[src/rtl/m31_mod_reduce_pipe.sv]
// m31_mod_reduce_pipe
// Elastic pipeline that reduces every lane of an input word modulo the
// Mersenne prime p = 2^31-1. Each stage folds x into x[30:0] + (x >> 31)
// until the value is at most 2^31. A registered finalize stage then maps
// the value into [0, p-1], or into [0, p] when CANONICAL=0.
//
// Ports
//   clk, rst_n   clock, asynchronous active-low reset
//   flush        synchronous drop of all in-flight words (blocks input that cycle)
//   in_valid     input word valid
//   in_ready     input word accepted
//   in_data      LANES x IN_WIDTH input lanes
//   in_tag       sideband tag that travels with the word
//   out_valid    result valid
//   out_ready    consumer accepts the result
//   out_data     LANES x 31 result lanes
//   out_tag      tag of the word on out_data
//   busy         any stage holds valid data
module m31_mod_reduce_pipe #(
    parameter int IN_WIDTH  = 64,
    parameter int LANES     = 1,
    parameter int TAG_WIDTH = 1,
    parameter bit CANONICAL = 1'b1
) (
    input  logic                      clk,
    input  logic                      rst_n,
    input  logic                      flush,
    input  logic                      in_valid,
    output logic                      in_ready,
    input  logic [LANES*IN_WIDTH-1:0] in_data,
    input  logic [TAG_WIDTH-1:0]      in_tag,
    output logic                      out_valid,
    input  logic                      out_ready,
    output logic [LANES*31-1:0]       out_data,
    output logic [TAG_WIDTH-1:0]      out_tag,
    output logic                      busy
);

    localparam logic [65:0] P_WIDE = 66'h7FFF_FFFF;
    localparam logic [30:0] P      = 31'h7FFF_FFFF;

    // Upper bound of a value after one fold.
    function automatic logic [65:0] fold_bound(input logic [65:0] b);
        return P_WIDE + (b >> 31);
    endfunction

    // Number of bits needed to hold the value b.
    function automatic int unsigned bit_width(input logic [65:0] b);
        int unsigned w;
        w = 1;
        for (int unsigned i = 0; i < 66; i++) begin
            if (b[i]) w = i + 1;
        end
        return w;
    endfunction

    localparam int unsigned NUM_FOLDS = (IN_WIDTH >= 63) ? 3 : 2;
    localparam logic [65:0] B0 = (66'd1 << IN_WIDTH) - 66'd1;
    localparam logic [65:0] B1 = fold_bound(B0);
    localparam logic [65:0] B2 = fold_bound(B1);
    localparam int unsigned W1 = bit_width(B1);
    localparam int unsigned W2 = bit_width(B2);

    if (IN_WIDTH < 32 || IN_WIDTH > 64) begin : g_bad_in_width
        $error("m31_mod_reduce_pipe: IN_WIDTH=%0d outside 32..64", IN_WIDTH);
    end
    if (LANES < 1) begin : g_bad_lanes
        $error("m31_mod_reduce_pipe: LANES=%0d must be at least 1", LANES);
    end
    if (TAG_WIDTH < 1) begin : g_bad_tag_width
        $error("m31_mod_reduce_pipe: TAG_WIDTH=%0d must be at least 1", TAG_WIDTH);
    end

    logic                 v1, v2, vy;
    logic                 rdy_1, rdy_2, rdy_y, rdy_fin;
    logic [TAG_WIDTH-1:0] t1, t2, ty;
    logic [W1-1:0]        f1 [LANES];
    logic [W1-1:0]        d1 [LANES];
    logic [W2-1:0]        f2 [LANES];
    logic [W2-1:0]        d2 [LANES];
    logic [31:0]          dy [LANES];
    logic [30:0]          z  [LANES];

    // Backward ready chain: a stage may load when it is empty or its
    // content moves on this cycle, so bubbles collapse under a stall.
    assign rdy_fin  = !out_valid || out_ready;
    assign rdy_2    = !v2 || rdy_y;
    assign rdy_1    = !v1 || rdy_2;
    assign in_ready = rdy_1 && !flush;
    assign busy     = v1 || v2 || vy || out_valid;

    // Fold 1: straight from the input lanes.
    always_comb begin
        for (int unsigned i = 0; i < LANES; i++) begin
            f1[i] = W1'(in_data[i*IN_WIDTH +: 31])
                  + W1'(in_data[i*IN_WIDTH + 31 +: IN_WIDTH - 31]);
        end
    end

    always_ff @(posedge clk or negedge rst_n) begin
        if (!rst_n) begin
            v1 <= 1'b0;
            t1 <= '0;
            for (int unsigned i = 0; i < LANES; i++) d1[i] <= '0;
        end else if (flush) begin
            v1 <= 1'b0;
        end else if (rdy_1) begin
            v1 <= in_valid;
            if (in_valid) begin
                t1 <= in_tag;
                for (int unsigned i = 0; i < LANES; i++) d1[i] <= f1[i];
            end
        end
    end

    // Fold 2.
    always_comb begin
        for (int unsigned i = 0; i < LANES; i++) begin
            f2[i] = W2'(d1[i][30:0]) + W2'(d1[i][W1-1:31]);
        end
    end

    always_ff @(posedge clk or negedge rst_n) begin
        if (!rst_n) begin
            v2 <= 1'b0;
            t2 <= '0;
            for (int unsigned i = 0; i < LANES; i++) d2[i] <= '0;
        end else if (flush) begin
            v2 <= 1'b0;
        end else if (rdy_2) begin
            v2 <= v1;
            if (v1) begin
                t2 <= t1;
                for (int unsigned i = 0; i < LANES; i++) d2[i] <= f2[i];
            end
        end
    end

    // Inputs wider than 62 bits need a third fold to reach <= 2^31;
    // either way the finalize stage sees a uniform 32-bit value y.
    if (NUM_FOLDS == 3) begin : g_fold3
        localparam logic [65:0] B3 = fold_bound(B2);
        localparam int unsigned W3 = bit_width(B3);

        logic                 v3;
        logic [TAG_WIDTH-1:0] t3;
        logic [W3-1:0]        f3 [LANES];
        logic [W3-1:0]        d3 [LANES];

        always_comb begin
            for (int unsigned i = 0; i < LANES; i++) begin
                f3[i] = W3'(d2[i][30:0]) + W3'(d2[i][W2-1:31]);
            end
        end

        always_ff @(posedge clk or negedge rst_n) begin
            if (!rst_n) begin
                v3 <= 1'b0;
                t3 <= '0;
                for (int unsigned i = 0; i < LANES; i++) d3[i] <= '0;
            end else if (flush) begin
                v3 <= 1'b0;
            end else if (rdy_y) begin
                v3 <= v2;
                if (v2) begin
                    t3 <= t2;
                    for (int unsigned i = 0; i < LANES; i++) d3[i] <= f3[i];
                end
            end
        end

        assign rdy_y = !v3 || rdy_fin;
        assign vy    = v3;
        assign ty    = t3;
        always_comb begin
            for (int unsigned i = 0; i < LANES; i++) dy[i] = 32'(d3[i]);
        end
    end else begin : g_fold2
        assign rdy_y = rdy_fin;
        assign vy    = v2;
        assign ty    = t2;
        always_comb begin
            for (int unsigned i = 0; i < LANES; i++) dy[i] = 32'(d2[i]);
        end
    end

    // Finalize: y <= 2^31, so y[30:0] + y[31] <= p and never overflows 31 bits.
    always_comb begin
        for (int unsigned i = 0; i < LANES; i++) begin
            z[i] = dy[i][30:0] + 31'(dy[i][31]);
            if (CANONICAL && z[i] == P) z[i] = '0;
        end
    end

    always_ff @(posedge clk or negedge rst_n) begin
        if (!rst_n) begin
            out_valid <= 1'b0;
            out_tag   <= '0;
            out_data  <= '0;
        end else if (flush) begin
            out_valid <= 1'b0;
        end else if (rdy_fin) begin
            out_valid <= vy;
            if (vy) begin
                out_tag <= ty;
                for (int unsigned i = 0; i < LANES; i++) out_data[i*31 +: 31] <= z[i];
            end
        end
    end

endmodule

[config.mk]
export PLATFORM = sky130hd
export DESIGN_NAME = m31_mod_reduce_pipe
export DESIGN_NICKNAME = d
export VERILOG_FILES = /design/src/rtl/m31_mod_reduce_pipe.sv
export SDC_FILE = /design/constraint.sdc
export NUM_CORES = 1
export LEC_CHECK = 0
export ABC_AREA = 1
export CELL_PAD_IN_SITES_DETAIL_PLACEMENT = 1
export CELL_PAD_IN_SITES_GLOBAL_PLACEMENT = 2
export CORE_MARGIN = 1
export CORE_UTILIZATION = 34
export DETAILED_ROUTE_END_ITERATION = 7
export GPL_ROUTABILITY_DRIVEN = 0
export PLACE_DENSITY = 0.95
export SLEW_MARGIN = 15
export SYNTH_ARGS = -nofsm -noshare
export SYNTH_HDL_FRONTEND = slang
export SYNTH_SLANG_ARGS = --single-unit
export TNS_END_PERCENT = 10
[constraint.sdc]
create_clock -name clk -period 5.9 [get_ports clk]
set_input_delay 1.77 -clock clk [delete_from_list [all_inputs] [get_ports clk]]
set_output_delay 1.77 -clock clk [all_outputs]
set_load 0.01 [all_outputs]
# Yosys cells after proc, flatten, opt, wreduce, memory -nomap -nowiden
# Cells that the tools add are included.
[word_totals]
ff_bits = 137
latch_bits = 0
ramBits = 0
rom_bits = 0
inputBits = 70
out_inout_bits = 35
memories = 0
[classes]
n_addsub = 4
mul = 0
div_mod_pow = 0
order_cmp = 0
eq_ne = 1
shift = 0
mux = 9
bitwise_logic = 1
reduce_logical = 21
[ops]
columns = ["op", "n"]
rows = [
  ["adder 31 x 33 -> 34 bit", 1],
  ["adder 31 x 1 -> 32 bit", 1],
  ["adder 31 x 3 -> 32 bit", 1],
  ["adder 31 x 1 -> 31 bit", 1],
  ["== test 31 bit (second input constant)", 1],
  ["two-way mux 31 bit", 1],
  ["AND reduction 3 bit", 4],
  ["two-way mux 1 bit", 8],
  ["nonzero test 2 bit", 4],
  ["logical OR 1 bit", 7],
  ["logical NOT 1 bit", 5],
  ["logical AND 1 bit", 1],
  ["NOT 1 bit", 1],
]

# Depth between registers and ports, before layout
[depth]
ltp_word = 7
mapped_depth = 16
depth_no_buf = 15

# Least setup slack after synthesis
# OpenSTA, ideal clock, no wires.
[synth_path]
kind = "in2out"
startpoint = "input out_ready"
endpoint = "output in_ready"
t_arrival_ps = 2243
t_required_ps = 4130
path_slack_ps = 1887
stages = 4
path_buffers = 0
cell_sequence = "nor2_1 -> nand3_1 -> nor2_1 -> nor2_1"
[synth_between]
elab_chain_cells = 5
[synth_rtl]
columns = ["element", "line_no", "rtl"]
rows = [
  ["start: declaration", "33", "input logic out_ready,"],
  ["logical OR 1 bit", "86", "assign rdy_fin = !out_valid || out_ready;"],
  ["logical OR 1 bit", "172", "assign rdy_y = !v3 || rdy_fin;"],
  ["logical OR 1 bit", "87", "assign rdy_2 = !v2 || rdy_y;"],
  ["logical OR 1 bit", "88", "assign rdy_1 = !v1 || rdy_2;"],
  ["logical AND 1 bit", "89", "assign in_ready = rdy_1 && !flush;"],
  ["end: declaration", "29", "output logic in_ready,"],
]
# No other way between the ends.

# Final worst setup path
# Ends and elaborated chain as after synthesis.

==> key figures <==
Critical path
  – Crit path capture type: primary output
  – Startpoint Class: primary input
  – Critical setup path kind: in -> out
  – Data arrival, critical path: 3.26 ns
  – Worst path required time: 4.13 ns
  – Worst Path Max Fanout: 3

Synth
  – Synthesized flop and latch total: 137
  – Syn_area_per_cell: 6.648 sq um
  – Post-Syn Instances: 1440
  – Synth warn: 0
  – Syn_nets: 1551
  – Cell Area, Synth: 9573 sq um
  – Register area share after synthesis: 0.3581
  – Synth cell types: 34

Drt
  – DR WL met2: 14.70 mm
  – Via total after detailed routing: 9550
  – WL/cell: 14.84 um
  – Routed vias/inst: 4.948
  – Met3 WL: 648 um
  – DR iter-0 viols: 427
  – Top sig layer: met4
  – Antenna-violating nets left: 0
  – Routed WL: 28.65 mm
  – Wl on met1: 12.37 mm
  – Pre-Repair DR Iteration Count: 4
  – Drt drc: 0

Pwr
  – PD cells: 297.4 nW/um^2
  – Peak VDD IR: 180.6 uV
  – P_leak: 0.005186 uW

STA
  – RSZ-0062 raised after global routing: false
  – Fin. max-slew vios: 0
  – Maximum operating frequency: 198.6 MHz
  – Min Tclk post-route: 5.035 ns
  – Worst Tran Pin Value: 0.9106 ns
  – Fin crit share: 0.8533
  – TNS Setup: 0 ns
  – Worst clock skew: 0.01028 ns
  – Relative slew slack: 0.3929
  – Final setup fails: 0
  – Final Hold Violating Endpoints: 0

Final layout
  – Flip-flop and latch area: 3428 sq um
  – Most common cell after layout, fill and taps aside: nand2_1
  – Final #Nets: 1650
  – Most frequent cells in the layout: nand2_1, nor2_1, dfrtp_1
  – Inserted Diodes: 0
  – Fillers: 3597
  – Footprint of the multi-input gates: 5569 sq um
  – Layout cells sized above 1: 0.03351
  – Final std cells w/o fill: 1930
  – Finished Cell Area: 11620 sq um
  – Area Growth Syn to Fin: 21.42%

Die
  – Width of the die: 169.8 um
  – Core area: 27710 sq um
  – Chip height: 169.8 um
  – Io pins: 105
  – Starting Density: 0.3455
  – Die area: 28830 sq um
  – Rows: 61

Global route
  – Global-route wire length before repair: 48.69 mm
  – Pin count of the biggest net entering global routing: 101
  – Gr usage total: 0.2121
  – Vias in the first global route: 10030
  – Overflow after GRT: 0
  – Initial antenna violation count: 0

CTS
  – CTS Buffer Depth: 2
  – Total CTS buffers: 17
  – Post-cts gate resize count: 0
  – Setup bufs post-CTS: 0
  – CTS tree: done
  – CTS root buffer: clkbuf_16
  – Clock sink count: 137
  – Hold_buf cts: 0
  – Skew-Pair Late Insertion Delay: 0.43 ns
  – Clk slew on worst S/H paths: 0.06 ns
  – H-tree levels: 4

Placement
  – Cells after DPL: 1898
  – Placed inst area: 10990 sq um
  – DP Wirelength: 22.81 mm
  – Port bufs: 104

Worst hold path
  – Min-delay worst type: reg -> reg

Job
  – Max-Cap Viols: 0

Run status
  – Status: complete, no violations
## final timing paths
kind	start	to	slack, ns	cells after the start
max in group asynchronous	rst_n	d1[28]	3.39	2
min in group asynchronous	rst_n	out_data[6]	1.44	1
worst min-delay path	out_data[13]	out_data[13]	0.47	2
worst min register to register	out_data[13]	out_data[13]	0.47	2
worst max-delay path	out_ready	in_ready	0.87	6
worst max register to register	dy[31]	out_data[6]	2.94	14
## stage by stage
| stage | hold WS (ns) | setup slack, ns | utilization | total power (uW) |
|---|---|---|---|---|
| after floorplan | 0.4531 | 1.887 | - | 1921 |
| final | 0.4725 | 0.8655 | 0.4195 | 3457 |
| after CTS | 0.4811 | 0.8667 | 0.4194 | 3495 |
| after global routing | 0.4902 | 0.7585 | 0.4195 | 3694 |
| after detailed placement | 0.4651 | 0.8721 | 0.3967 | 2336 |
| after global placement | 0.4612 | 0.9479 | 0.3967 | 2291 |
## metal layers
| metal | GRT usage | vias up |
|---|---|---|
| li1 | - | 4823 |
| met1 | 0.2461 | 4492 |
| met2 | 0.3909 | 179 |
| met3 | 0.02519 | 56 |
| met4 | 0.08931 | 0 |
| met5 | 0 | - |
## Yosys cell counts
master / number / area, sq um
nand4_1: 25 / 156.4
nor3_1: 21 / 105.1
or2_2: 5 / 31.28
o21ai_0: 104 / 520.5
xnor2_1: 25 / 219.0
nand3_1: 75 / 375.4
o21bai_1: 4 / 30.03
inv_2: 2 / 7.510
nand2_1: 527 / 1978
nor2_2: 1 / 6.260
o22ai_1: 5 / 31.28
clkinv_1: 1 / 3.750
o21a_1: 3 / 22.52
fa_1: 2 / 40.04
nor4_1: 6 / 37.54
and2_1: 1 / 6.260
nand3b_1: 9 / 67.56
dfrtp_1: 137 / 3428
nand3_2: 1 / 10.01
a21boi_0: 1 / 7.510
xor2_1: 35 / 306.5
buf_2: 1 / 5.000
a21o_1: 4 / 30.03
a21oi_1: 57 / 285.3
nand2_2: 4 / 25.02
nor2_1: 192 / 720.7
inv_1: 118 / 442.9
nor2_4: 2 / 22.52
nor3b_1: 1 / 7.510
clkbuf_1: 22 / 82.58
ha_1: 39 / 488.0
a31oi_1: 5 / 31.28
buf_1: 2 / 7.510
buf_6: 3 / 33.78
## critical path: stages
cell             delay (ns)
clkdlybuf4s50_1        0.40
nor2_1                 0.18
nand3_1                0.15
nor2_1                 0.19
nor2_1                 0.08
clkdlybuf4s50_1        0.49
## where the power goes
group	internal [uW]	switching [uW]	total [uW]
clock network	709	425	1130
logic	408	528	936
registers	1160	231	1390
## layout make-up
| class | instances | area share |
|---|---|---|
| well taps | 378 | 0.04069 |
| clock inverters | 14 | 0.01701 |
| clock buffers | 18 | 0.03692 |
| repair buffers | 108 | 0.09225 |
| multi-input cells | 1154 | 0.4791 |
| inverters | 121 | 0.03907 |
| flip-flops and latches | 137 | 0.2949 |
## sequential cells by signal (all words and copies together), names as in the netlist
register    flops
v1              1
out_valid       1
g_fold3.t3      1
d2             32
d1             34
v2              1
g_fold3.v3      1
t1              1
out_data       31
out_tag         1
t2              1
dy             32
## logic make-up (layout without fill, tap and decap cells)
family,after synthesis,count (layout),share of synthesized area
flip-flops,137,137,0.3581
XOR/XNOR,60,60,0.05489
buffers and inverters,149,261,0.06091
AND/OR/NAND/NOR,870,870,0.3708
AO/OA/AOI/OAI,183,183,0.1001
adder cells (fa/ha/maj),41,41,0.05516
(Power assumes the default switching activity.)
